## config.mk

```make
export PLATFORM = sky130hd
export DESIGN_NAME = mem_port_arbiter
export DESIGN_NICKNAME = d
export VERILOG_FILES = /design/src/rtl/mem_port_arbiter.sv
export SDC_FILE = /design/constraint.sdc
export NUM_CORES = 1
export LEC_CHECK = 0
export CAP_MARGIN = 20
export CORE_MARGIN = 3
export CORE_UTILIZATION = 45
export CTS_CLUSTER_SIZE = 30
export DETAILED_ROUTE_END_ITERATION = 12
export PLACE_DENSITY_LB_ADDON = 0.3
export SYNTH_ARGS = -nofsm -noshare
export SYNTH_HDL_FRONTEND = slang
export SYNTH_SLANG_ARGS = --single-unit
export TNS_END_PERCENT = 10
```

## constraint.sdc

```tcl
create_clock -name clk -period 5.8 [get_ports clk]
set_clock_uncertainty 0.15 [all_clocks]
set_input_delay 0.58 -clock clk [delete_from_list [all_inputs] [get_ports clk]]
set_output_delay 0.58 -clock clk [all_outputs]
set_load 0.01 [all_outputs]
```

## src/rtl/mem_port_arbiter.sv

```systemverilog
// -----------------------------------------------------------------------------
// mem_port_arbiter
//
// Purpose:
//    Shares one single-port unified instruction/data memory between the
//    instruction-fetch unit (IF) and the data load/store unit (D). Requests
//    are arbitrated round-robin and served one at a time. Each access follows
//    the sequence SETUP -> STROBE -> DONE, so that the address and write data
//    are stable a full cycle before the memory strobe rises. The memory acts
//    on strobe rising edges, so exactly one strobe edge is produced per access.
//
// Ports:
//    clk, rst           system clock; synchronous active-high reset
//    if_req/if_addr     fetch request (held until if_done) and word address
//    if_rdata/if_done   registered fetched word; one-cycle completion pulse
//    d_req/d_we         data request (held until d_done); 1 = write
//    d_addr/d_wdata     data word address and store data
//    d_rdata/d_done     registered load data; one-cycle completion pulse
//    mem_addr/mem_wdata memory address and write data (stable SETUP..DONE)
//    mem_rdata          memory read data, sampled at the end of the strobe
//    mem_read/mem_write memory strobes, never high together
//    busy               high whenever the sequencer is not idle
//
// WAIT_CYC is the number of cycles a strobe is held high; legal range 1..15.
// -----------------------------------------------------------------------------
module mem_port_arbiter #(
   parameter int unsigned ADDR_W   = 10,
   parameter int unsigned DATA_W   = 16,
   parameter int unsigned WAIT_CYC = 1
) (
   input  logic              clk,
   input  logic              rst,
   input  logic              if_req,
   input  logic [ADDR_W-1:0] if_addr,
   output logic [DATA_W-1:0] if_rdata,
   output logic              if_done,
   input  logic              d_req,
   input  logic              d_we,
   input  logic [ADDR_W-1:0] d_addr,
   input  logic [DATA_W-1:0] d_wdata,
   output logic [DATA_W-1:0] d_rdata,
   output logic              d_done,
   output logic [ADDR_W-1:0] mem_addr,
   output logic [DATA_W-1:0] mem_wdata,
   input  logic [DATA_W-1:0] mem_rdata,
   output logic              mem_read,
   output logic              mem_write,
   output logic              busy
);

   // Sequencer states.
   localparam logic [1:0] S_IDLE   = 2'd0;
   localparam logic [1:0] S_SETUP  = 2'd1;
   localparam logic [1:0] S_STROBE = 2'd2;
   localparam logic [1:0] S_DONE   = 2'd3;

   // Requester identifiers used for grant and last_grant.
   localparam logic GNT_IF = 1'b0;
   localparam logic GNT_D  = 1'b1;

   // The strobe counter is loaded with WAIT_CYC-1 and the last strobe cycle
   // is the one in which it reads zero.
   localparam logic [3:0] CNT_LOAD = 4'(WAIT_CYC - 1);

   // ----------------------------------------------------------------------
   // State registers and next-state values
   // ----------------------------------------------------------------------
   logic [1:0]        state_q,      state_d;
   logic              grant_q,      grant_d;
   logic              last_grant_q, last_grant_d;
   logic              we_q,         we_d;
   logic [3:0]        cnt_q,        cnt_d;
   logic [ADDR_W-1:0] mem_addr_q,   mem_addr_d;
   logic [DATA_W-1:0] mem_wdata_q,  mem_wdata_d;
   logic              mem_read_q,   mem_read_d;
   logic              mem_write_q,  mem_write_d;
   logic [DATA_W-1:0] if_rdata_q,   if_rdata_d;
   logic [DATA_W-1:0] d_rdata_q,    d_rdata_d;
   logic              if_done_q,    if_done_d;
   logic              d_done_q,     d_done_d;

   // Arbitration helpers.
   logic idle_pick;     // requester chosen when granting from IDLE
   logic other_req;     // request of the requester not currently granted
   logic take_grant;    // a new grant is issued this cycle
   logic take_sel;      // which requester receives that grant

   // ----------------------------------------------------------------------
   // Round-robin choice from IDLE: on a tie the requester that was not
   // served last wins; otherwise whoever is asking.
   // ----------------------------------------------------------------------
   always_comb begin
      idle_pick = GNT_IF;
      if (if_req && d_req) begin
         idle_pick = (last_grant_q == GNT_D) ? GNT_IF : GNT_D;
      end else if (d_req) begin
         idle_pick = GNT_D;
      end
   end

   // In DONE only the opposite requester may be granted back-to-back; the
   // requester just served still holds req this cycle and must be ignored.
   assign other_req = (grant_q == GNT_IF) ? d_req : if_req;

   // ----------------------------------------------------------------------
   // Next-state logic
   // ----------------------------------------------------------------------
   always_comb begin
      state_d      = state_q;
      grant_d      = grant_q;
      last_grant_d = last_grant_q;
      we_d         = we_q;
      cnt_d        = cnt_q;
      mem_addr_d   = mem_addr_q;
      mem_wdata_d  = mem_wdata_q;
      mem_read_d   = mem_read_q;
      mem_write_d  = mem_write_q;
      if_rdata_d   = if_rdata_q;
      d_rdata_d    = d_rdata_q;
      if_done_d    = 1'b0;
      d_done_d     = 1'b0;
      take_grant   = 1'b0;
      take_sel     = GNT_IF;

      case (state_q)
         S_IDLE: begin
            if (if_req || d_req) begin
               take_grant = 1'b1;
               take_sel   = idle_pick;
               state_d    = S_SETUP;
            end
         end

         S_SETUP: begin
            // Address and data have been stable for this whole cycle, so
            // the strobe can rise on the next edge.
            state_d     = S_STROBE;
            mem_read_d  = ~we_q;
            mem_write_d = we_q;
            cnt_d       = CNT_LOAD;
         end

         S_STROBE: begin
            if (cnt_q == 4'd0) begin
               mem_read_d  = 1'b0;
               mem_write_d = 1'b0;
               state_d     = S_DONE;
               // Read data is captured on the same edge that drops the
               // strobe; writes leave both rdata registers untouched.
               if (!we_q) begin
                  if (grant_q == GNT_IF) begin
                     if_rdata_d = mem_rdata;
                  end else begin
                     d_rdata_d = mem_rdata;
                  end
               end
               if (grant_q == GNT_IF) begin
                  if_done_d = 1'b1;
               end else begin
                  d_done_d = 1'b1;
               end
            end else begin
               cnt_d = cnt_q - 4'd1;
            end
         end

         S_DONE: begin
            last_grant_d = grant_q;
            if (other_req) begin
               take_grant = 1'b1;
               take_sel   = ~grant_q;
               state_d    = S_SETUP;
            end else begin
               state_d = S_IDLE;
            end
         end

         default: begin
            state_d = S_IDLE;
         end
      endcase

      // Request inputs are sampled only here, at grant time. A fetch can
      // never write, and it leaves the write-data register as it was.
      if (take_grant) begin
         grant_d = take_sel;
         if (take_sel == GNT_D) begin
            mem_addr_d  = d_addr;
            mem_wdata_d = d_wdata;
            we_d        = d_we;
         end else begin
            mem_addr_d  = if_addr;
            we_d        = 1'b0;
         end
      end
   end

   // ----------------------------------------------------------------------
   // State update. Reset mid-transaction drops the access without a done.
   // ----------------------------------------------------------------------
   always_ff @(posedge clk) begin
      if (rst) begin
         state_q      <= S_IDLE;
         grant_q      <= GNT_IF;
         last_grant_q <= GNT_D;     // IF wins the first tie after reset
         we_q         <= 1'b0;
         cnt_q        <= 4'd0;
         mem_addr_q   <= '0;
         mem_wdata_q  <= '0;
         mem_read_q   <= 1'b0;
         mem_write_q  <= 1'b0;
         if_rdata_q   <= '0;
         d_rdata_q    <= '0;
         if_done_q    <= 1'b0;
         d_done_q     <= 1'b0;
      end else begin
         state_q      <= state_d;
         grant_q      <= grant_d;
         last_grant_q <= last_grant_d;
         we_q         <= we_d;
         cnt_q        <= cnt_d;
         mem_addr_q   <= mem_addr_d;
         mem_wdata_q  <= mem_wdata_d;
         mem_read_q   <= mem_read_d;
         mem_write_q  <= mem_write_d;
         if_rdata_q   <= if_rdata_d;
         d_rdata_q    <= d_rdata_d;
         if_done_q    <= if_done_d;
         d_done_q     <= d_done_d;
      end
   end

   // ----------------------------------------------------------------------
   // Outputs
   // ----------------------------------------------------------------------
   assign mem_addr  = mem_addr_q;
   assign mem_wdata = mem_wdata_q;
   assign mem_read  = mem_read_q;
   assign mem_write = mem_write_q;
   assign if_rdata  = if_rdata_q;
   assign d_rdata   = d_rdata_q;
   assign if_done   = if_done_q;
   assign d_done    = d_done_q;
   assign busy      = (state_q != S_IDLE);

endmodule
```

==> flow_summary.json, run 1 <==
{
  "slew_headroom_pct": 54.8,
  "std_cell_rows": 28,
  "min_from": "d_rdata[5]",
  "startpoint_type": "flip-flop",
  "hpwl_um": 5210,
  "outcome": "finished clean",
  "ys.flop_type": "dfxtp_1",
  "dr.pass1.iters": 4,
  "cts_root_buffer": "clkbuf_8",
  "initial_core_util_pct": 47.5,
  "min_period_over_period_pct": 42.3,
  "syn_area_per_cell_um2": 8.70,
  "fillCellCount": 479,
  "tightest_slew_ns": 0.676,
  "grt_max_degree": 62,
  "holdPathEnd": "d_rdata[5]",
  "drt_wl_total_um": 7460,
  "rr_worst_depth": 6,
  "clk_pin_slew_worst_paths_ns": 0.07,
  "die_y_um": 86.0,
  "cts_setup_buffers": 0,
  "final_common_cell": "clkdlybuf4s50_1",
  "path_class": "reg -> out",
  "synth.net_count": 394,
  "place_congestion": 0.815,
  "grt_usage_pct": 20.2,
  "r2r_start": "state_q[0]",
  "antenna_found_initial": 0,
  "crit_path_end_kind": "output pin",
  "drt-initial-drc-count": 85,
  "finalHoldViolCount": 0,
  "power_uw": 1640,
  "drc": 0,
  "finalSetupViolCount": 0,
  "cts_buffer_depth": 2,
  "drv_slew": 0,
  "power_density_mw_per_mm2": 389,
  "h-tree-depth": 3,
  "dieArea_mm2": 0.00740,
  "grt_pass1_wl_um": 11800,
  "syn2layout_area_growth_pct": 46.6,
  "wl_per_cell_um": 14.3,
  "ys_ff_latch": 71,
  "cap_violations": 0,
  "multiInputGateArea_mm2": 0.00129,
  "syn_inst": 331,
  "synthArstFlopShare_pct": 0,
  "cts_hold_buf": 0,
  "yosys.area.top_type": "dfxtp_1",
  "portBuffers": 119,
  "path_max_fanout": 5,
  "n_antenna_cell": 0,
  "ctsResizeCount": 0,
  "vias": 2703,
  "synth_top_cell_area_share_pct": 49.3,
  "ant_nets": 0,
  "hold_path_depth": 2,
  "finalSetupTns_ns": 0,
  "min_period_ns": 2.45,
  "via_per_inst": 5.19,
  "peakVddDrop_mv": 0.200,
  "hp-class": "reg -> reg",
  "yosysWarnings": 0,
  "leakagePower_uw": 0.00149,
  "rrSetupSlack_ns": 3.52,
  "synth.area.top_cells": "dfxtp_1 49%, nand2_1 13%, a21oi_1 9.6%, o221ai_1 2.7%, ha_1 2.6%",
  "final_cell_mix": "118 x clkdlybuf4s50_1, 98 x nand2_1, 71 x dfxtp_1, 55 x a21oi_1",
  "syn-cell-area_mm2": 0.00288,
  "clock-sinks": 71,
  "synth_edf_count": 0,
  "regToRegEndpoint": "mem_addr[3]",
  "first_global_vias": 2569,
  "ios": 120,
  "core-area_mm2": 0.00606,
  "cts_made_buffers": 9,
  "cts_tree": "yes",
  "synth_cell_type_count": 40,
  "clkLatencyLatePin_ns": 0.34,
  "seqCellArea_mm2": 0.00142,
  "critPathRequiredTime_ns": 5.07,
  "die_w_um": 86.0,
  "max_freq_ghz": 0.408,
  "final_nets": 505,
  "overflow": 0,
  "ys_seq_area_share_pct": 49.3,
  "worstPathArrival_ns": 1.72,
  "drive_above_1_share_pct": 7.17,
  "rsz0062_at_grt": "no"
}
[logic make-up (layout without fill, tap and decap cells)]
| logic type | Yosys count | after routing | synth area share (%) |
|---|---|---|---|
| muxes | 3 | 3 | 1.22 |
| AOI/OAI and AO/OA | 93 | 93 | 20.9 |
| DFF | 71 | 71 | 49.3 |
| adders and majority gates | 6 | 6 | 2.61 |
| buffers and inverters | 29 | 144 | 5.73 |
| and+or+nand+nor | 129 | 129 | 20.2 |
[registers in the layout, indices dropped and copies added (netlist names)]
register	flops
d_done	1
mem_write	1
cnt_q	4
if_rdata	16
mem_addr	10
grant_q	1
mem_wdata	16
we_q	1
d_rdata	16
if_done	1
mem_read	1
state_q	2
last_grant_q	1
[routing by layer]
metal / global-route usage, % / vias up / share of wire [%]
li1: - / 1339 / -
met1: 24.9 / 1253 / 43
met2: 32.0 / 99 / 46
met3: 8.84 / 12 / 9.8
met4: 6.04 / 0 / 1.6
met5: 0 / - / 0
[power by group]
part,switching [uW],leakage (uW),total [uW],internal [uW]
Sequential,55.2,0.000577,631,576
Clock,187,0.0000988,383,195
Combinational,314,0.000812,631,317
Total,557,0.00149,1640,1090
[synthesized netlist by cell type (3+ instances only)]
cell and n:
nand2_1 98, dfxtp_1 71, a21oi_1 55, inv_1 9, o221ai_1 9, clkbuf_1 8
nor2_1 8, o21ai_0 7, ha_1 6, buf_6 5, o21ba_2 5, buf_4 4
o21ba_1 4, or3_1 4, a22oi_1 3, buf_2 3, o31ai_1 3
[layout make-up]
| type | count | area share, % |
|---|---|---|
| clock buffer | 9 | 2.93 |
| clock inverter | 6 | 1.48 |
| inverter | 9 | 0.800 |
| multi-input combinational | 231 | 30.6 |
| sequential | 71 | 33.7 |
| tap | 75 | 2.22 |
| timing repair buffer | 120 | 28.3 |
[metrics by stage]
stage                     utilization (%)  setup slack (ns)  area (um2)  hold WS, ns  cells
after global routing                 69.7              3.26        4220        0.326    521
after detailed placement             66.6              3.22        4040        0.296    506
final                                69.7              3.35        4220        0.304    521
after floorplan                         -              3.96        2880        0.331    331
after global placement               66.6              3.28        4040        0.291    506
after CTS                            69.7              3.33        4220        0.306    521
[worst max-delay path, cell delays in order, from the launching register on]
cell and delay, ns:
dfxtp_1 0.41, inv_1 0.09, ha_1 0.26, inv_1 0.09
clkdlybuf4s50_1 0.53
[how the worst max path moves through the flow]
stage,slack [ns],startpoint,endpoint
after floorplan,3.96,state_q[0],mem_addr[2]
after global placement,3.28,if_req,mem_addr[3]
after detailed placement,3.22,if_req,mem_addr[2]
after CTS,3.33,state_q[0],busy
after global routing,3.26,state_q[0],busy
final,3.35,state_q[0],busy
(Power assumes the default switching activity.)
==> inputs of run 2 (changes only) <==
Settings changed: CORE_UTILIZATION 45 to 38.
Clock period 5.8 ns to 2.25 ns, I/O delays scaled along.
==> run 2 against run 1 <==
Cell area is 2.5% higher. Combinational power rose to 2.7 times the previous value. Critical endpoint unchanged. Worst setup slack got worse by 3.2 ns. Hold slack got worse by 0.095 ns. Sequential power increased to 2.6 times the previous value. Die area is 17% higher. Count of clock-buffer cells in the layout is 1 higher. Via count down 1.1%. Power grew to 2.7 times the previous value. Routed wire length increased by 3.0%. Global-route usage decreased by 2.2 points. Core utilization fell by 10 points.
==> flow_summary.json, run 2 (synthesis results as in run 1) <==
{
  "startpoint_type": "flip-flop",
  "final_common_cell": "clkdlybuf4s50_1",
  "multiInputGateArea_mm2": 0.00130,
  "cap_violations": 0,
  "drt-initial-drc-count": 102,
  "power_density_mw_per_mm2": 1030,
  "power_uw": 4450,
  "path_max_fanout": 5,
  "peakVddDrop_mv": 0.457,
  "drt_wl_total_um": 7680,
  "critPathRequiredTime_ns": 1.88,
  "fillCellCount": 696,
  "vias": 2674,
  "crit_path_frequent_cell": "inv_1",
  "cts_buffer_depth": 2,
  "via_per_inst": 4.85,
  "finalSetupViolCount": 0,
  "outcome": "finished clean",
  "cts_root_buffer": "clkbuf_8",
  "min_period_ns": 2.08,
  "cts_made_buffers": 9,
  "clk_pin_slew_worst_paths_ns": 0.07,
  "final_nets": 510,
  "drc": 0,
  "min_period_over_period_pct": 92.4,
  "antenna_found_initial": 0,
  "max_freq_ghz": 0.481,
  "core-area_mm2": 0.00729,
  "slowest_stage": "clkdlybuf4s50_1",
  "cts_tree": "yes",
  "rsz0062_at_grt": "no",
  "initial_core_util_pct": 39.5,
  "ios": 120,
  "leakagePower_uw": 0.00152,
  "grt_max_degree": 61,
  "dieArea_mm2": 0.00866,
  "std_cell_rows": 31,
  "hold_path_depth": 3,
  "hp-class": "in -> reg",
  "rrSetupSlack_ns": 0.17,
  "clkLatencyLatePin_ns": 0.33,
  "n_antenna_cell": 0,
  "seqCellArea_mm2": 0.00142,
  "grt_pass1_wl_um": 12600,
  "overflow": 0,
  "hpwl_um": 5440,
  "holdPathEnd": "last_grant_q",
  "worstPathArrival_ns": 1.70,
  "slew_headroom_pct": 59.1,
  "portBuffers": 119,
  "finalHoldViolCount": 0,
  "r2r_start": "state_q[0]",
  "ant_nets": 0,
  "syn2layout_area_growth_pct": 50.3,
  "grt_usage_pct": 18.0,
  "first_global_vias": 2672,
  "wl_per_cell_um": 13.9,
  "cts_hold_buf": 0,
  "tightest_slew_ns": 0.614,
  "die_y_um": 93.1,
  "clock-sinks": 71,
  "place_congestion": 0.764,
  "cp-startpoint": "state_q[0]",
  "final_util_pct": 59.4,
  "min_from": "rst",
  "die_w_um": 93.1,
  "dr.pass1.iters": 4,
  "rr_worst_depth": 6,
  "drv_slew": 0,
  "crit_path_end_kind": "output pin",
  "slowest_delay_ns": 0.53,
  "path_class": "reg -> out",
  "path_cells": "inv_1, ha_1, inv_1, clkdlybuf4s50_1",
  "h-tree-depth": 3,
  "cts_setup_buffers": 0,
  "finalSetupTns_ns": 0,
  "drive_above_1_share_pct": 8.41,
  "final_cell_mix": "118 x clkdlybuf4s50_1, 98 x nand2_1, 71 x dfxtp_1, 55 x a21oi_1",
  "regToRegEndpoint": "d_rdata[5]"
}
==> run 2: power by group <==
group / switching, uW / total, uW / leakage [uW] / internal [uW]
Clock: 481 / 1110 / 0.000107 / 632
Sequential: 138 / 1620 / 0.000577 / 1480
Combinational: 842 / 1710 / 0.000838 / 869
==> run 2: timing repair <==
| action | in CTS | in global routing |
|---|---|---|
| gates resized for setup | 0 | 1 |
| endpoints found under the setup margin | 0 | 2 |
| endpoints found under the hold margin | 0 | 0 |
==> run 2: layout make-up <==
cell class / instances / area share (%)
flip-flops and latches: 71 / 32.8
repair buffers: 125 / 28.4
multi-input cells: 231 / 30.0
clock inverters: 6 / 2.17
inverters: 9 / 0.780
clock buffers: 10 / 2.95
well taps: 99 / 2.86
==> run 2: layer usage <==
metal,vias to the layer above,GRT usage (%),part of all wire [%],wire length [um]
li1,1352,-,-,-
met1,1227,22.0,44,3420
met2,89,29.2,46,3560
met3,6,7.16,8.2,628
met4,0,5.62,0.91,70
met5,-,0,0,0
==> run 2: metrics by stage <==
step | cells | hold slack, ns | worst slack (ns) | cell area, um2
floorplan | 331 | 0.208 | 0.408 | 2880
global placement | 535 | 0.291 | 0.193 | 4100
CTS | 551 | 0.195 | 0.118 | 4330
global route | 551 | 0.220 | 0.00115 | 4330
detailed placement | 535 | 0.298 | 0.133 | 4100
finish | 551 | 0.208 | 0.171 | 4330
==> run 2: worst max-delay path, delay by kind of cell (launching register included) <==
kind | cells | cell delay (ns)
buffers and inverters | 3 | 0.71
flip-flops | 1 | 0.39
adder cells (fa/ha/maj) | 1 | 0.27
==> run 2: worst max path at each step <==
stage,cells past startpoint,end,slack (ns)
6_report,4,busy,0.17
5_1_grt,6,d_rdata[5],0.001
4_1_cts,6,d_rdata[5],0.12
3_5_place_dp,6,d_rdata[5],0.13
3_3_place_gp,6,if_rdata[5],0.19
2_1_floorplan,6,mem_addr[2],0.41
==> inputs of run 3 (changes only) <==
Settings changed: CORE_MARGIN 3 to not set.
==> run 3 against run 2 <==
First-iteration DRC count decreased by 33%. Worst setup slack got worse by 0.044 ns. Register-to-register slack got worse by 0.04 ns. Hold slack lost 0.085 ns. Die area is 8.4% lower. Routed wire length shrank 2.8%. Global-route usage increased by 0.38 points.
==> flow_summary.json, run 3 (synthesis results as in run 1) <==
{
  "vias": 2668,
  "finalSetupTns_ns": 0,
  "intPower_uw": 2980,
  "portBuffers": 119,
  "path_cells": "inv_1, ha_1, and4bb_1, and3_1, nand2_1, a21oi_1",
  "ios": 120,
  "tightest_slew_ns": 0.603,
  "rsz0062_at_grt": "no",
  "holdPathEnd": "mem_wdata[14]",
  "path_max_fanout": 16,
  "min_period_over_period_pct": 94.3,
  "rr_worst_depth": 6,
  "r2r_start": "state_q[0]",
  "clkLatencyLatePin_ns": 0.33,
  "leakagePower_uw": 0.00152,
  "place_congestion": 0.734,
  "first_global_vias": 2465,
  "peakVddDrop_mv": 0.373,
  "via_per_inst": 4.84,
  "dp_slack_ns": 0.132,
  "critPathRequiredTime_ns": 2.35,
  "seqPwrFrac_pct": 36.8,
  "slowest_delay_ns": 0.56,
  "final_nets": 511,
  "cts_setup_buffers": 0,
  "drive_above_1_share_pct": 8.41,
  "top_layer_used": "met4",
  "regToRegEndpoint": "d_rdata[10]",
  "final_common_cell": "clkdlybuf4s50_1",
  "max_freq_ghz": 0.471,
  "wl_met1_um": 3180,
  "wl_per_cell_um": 13.5,
  "drc": 0,
  "cts_root_buffer": "clkbuf_8",
  "crit_path_end_kind": "flip-flop",
  "die_w_um": 89.1,
  "slew_headroom_pct": 59.8,
  "drt-initial-drc-count": 68,
  "outcome": "finished clean",
  "dr.pass1.iters": 4,
  "grt_max_degree": 45,
  "min_period_ns": 2.12,
  "hold_path_depth": 2,
  "dr_wl_met2_um": 3470,
  "core-area_mm2": 0.00729,
  "pwr-share-clk_pct": 24.4,
  "cp-startpoint": "state_q[0]",
  "clock-sinks": 71,
  "syn2layout_area_growth_pct": 50.0,
  "pwr-share-comb_pct": 38.8,
  "antenna_found_initial": 0,
  "switching_power_uw": 1440,
  "overflow": 0,
  "std_cell_rows": 31,
  "power_density_mw_per_mm2": 1020,
  "n_antenna_cell": 0,
  "startpoint_type": "flip-flop",
  "grt_pass1_wl_um": 11400,
  "fillCellCount": 705,
  "ctsResizeCount": 0,
  "switching_share_pct": 32.6,
  "cts_buffer_depth": 2,
  "cts_made_buffers": 9,
  "met3_length_um": 727,
  "drt_wl_total_um": 7460,
  "rrSetupSlack_ns": 0.13,
  "dieArea_mm2": 0.00793,
  "ant_nets": 0,
  "cts_tree": "yes",
  "fin_ws_ns": 0.127,
  "hpwl_um": 5290,
  "final_cell_mix": "118 x clkdlybuf4s50_1, 98 x nand2_1, 71 x dfxtp_1, 55 x a21oi_1",
  "path_class": "reg -> reg",
  "worstPathArrival_ns": 2.22,
  "min_from": "rst",
  "h-tree-depth": 3,
  "hp-class": "in -> reg",
  "initial_core_util_pct": 39.5,
  "clk_pin_slew_worst_paths_ns": 0.07,
  "drv_slew": 0,
  "finalHoldViolCount": 0,
  "die_y_um": 89.1,
  "cts_hold_buf": 0,
  "cap_violations": 0,
  "slowest_stage": "and3_1",
  "finalSetupViolCount": 0,
  "grt_usage_pct": 18.4
}
-- run 3: cell types whose count changed in the layout (fill, tap and decap cells not counted), sizes merged --
| cell | delta |
|---|---|
| buf | +1 |
| clkbuf | -1 |
| clkinv | +1 |
| inv | -1 |
-- run 3: how the worst max path moves through the flow --
stage,end,slack [ns],cells after the start
after global routing,d_rdata[0],0.0006,6
after CTS,d_rdata[10],0.09,6
final,d_rdata[10],0.13,6
after global placement,if_rdata[10],0.20,6
after floorplan,mem_addr[2],0.41,6
after detailed placement,d_rdata[10],0.13,6
-- run 3: stage by stage --
| step | hold slack, ns | std cells | area (um2) | util (%) | power (uW) |
|---|---|---|---|---|---|
| 6_report | 0.124 | 551 | 4320 | 59.3 | 4410 |
| 2_1_floorplan | 0.208 | 331 | 2880 | - | 2670 |
| 4_1_cts | 0.113 | 551 | 4320 | 59.3 | 4460 |
| 5_1_grt | 0.134 | 551 | 4320 | 59.3 | 4700 |
| 3_3_place_gp | 0.291 | 536 | 4110 | 56.4 | 3330 |
| 3_5_place_dp | 0.296 | 536 | 4110 | 56.4 | 3370 |
-- run 3: cell type report --
| type | instances | area (um2) | area share, % |
|---|---|---|---|
| clock inverter | 6 | 86.3 | 2.00 |
| timing repair buffer | 126 | 1240 | 28.7 |
| inverter | 9 | 33.8 | 0.782 |
| sequential | 71 | 1420 | 32.9 |
| clock buffer | 9 | 124 | 2.87 |
| multi-input combinational | 231 | 1290 | 29.9 |
| tap | 99 | 124 | 2.87 |
-- run 3: worst max-delay path, delay by kind of cell, from the launching register on --
kind | cells | cell delay [ns]
AND/OR/NAND/NOR | 3 | 0.94
adder cells (fa/ha/maj) | 1 | 0.33
flip-flops | 1 | 0.35
AO/OA/AOI/OAI | 1 | 0.17
buffers and inverters | 1 | 0.09
-- run 3: power by group through the flow --
stage                     Clock, uW  Sequential, uW  Combinational [uW]
after floorplan                   0            1720                 951
after global placement            0            1640                1690
after detailed placement          0            1650                1720
after CTS                      1110            1620                1730
after global routing           1160            1660                1880
final                          1080            1620                1710
-- run 3: per-layer routing --
metal / vias to the layer above / global-route usage, %
met2: 100 / 31.2
met1: 1205 / 21.5
met3: 8 / 6.65
li1: 1355 / -
met4: 0 / 6.78
met5: - / 0
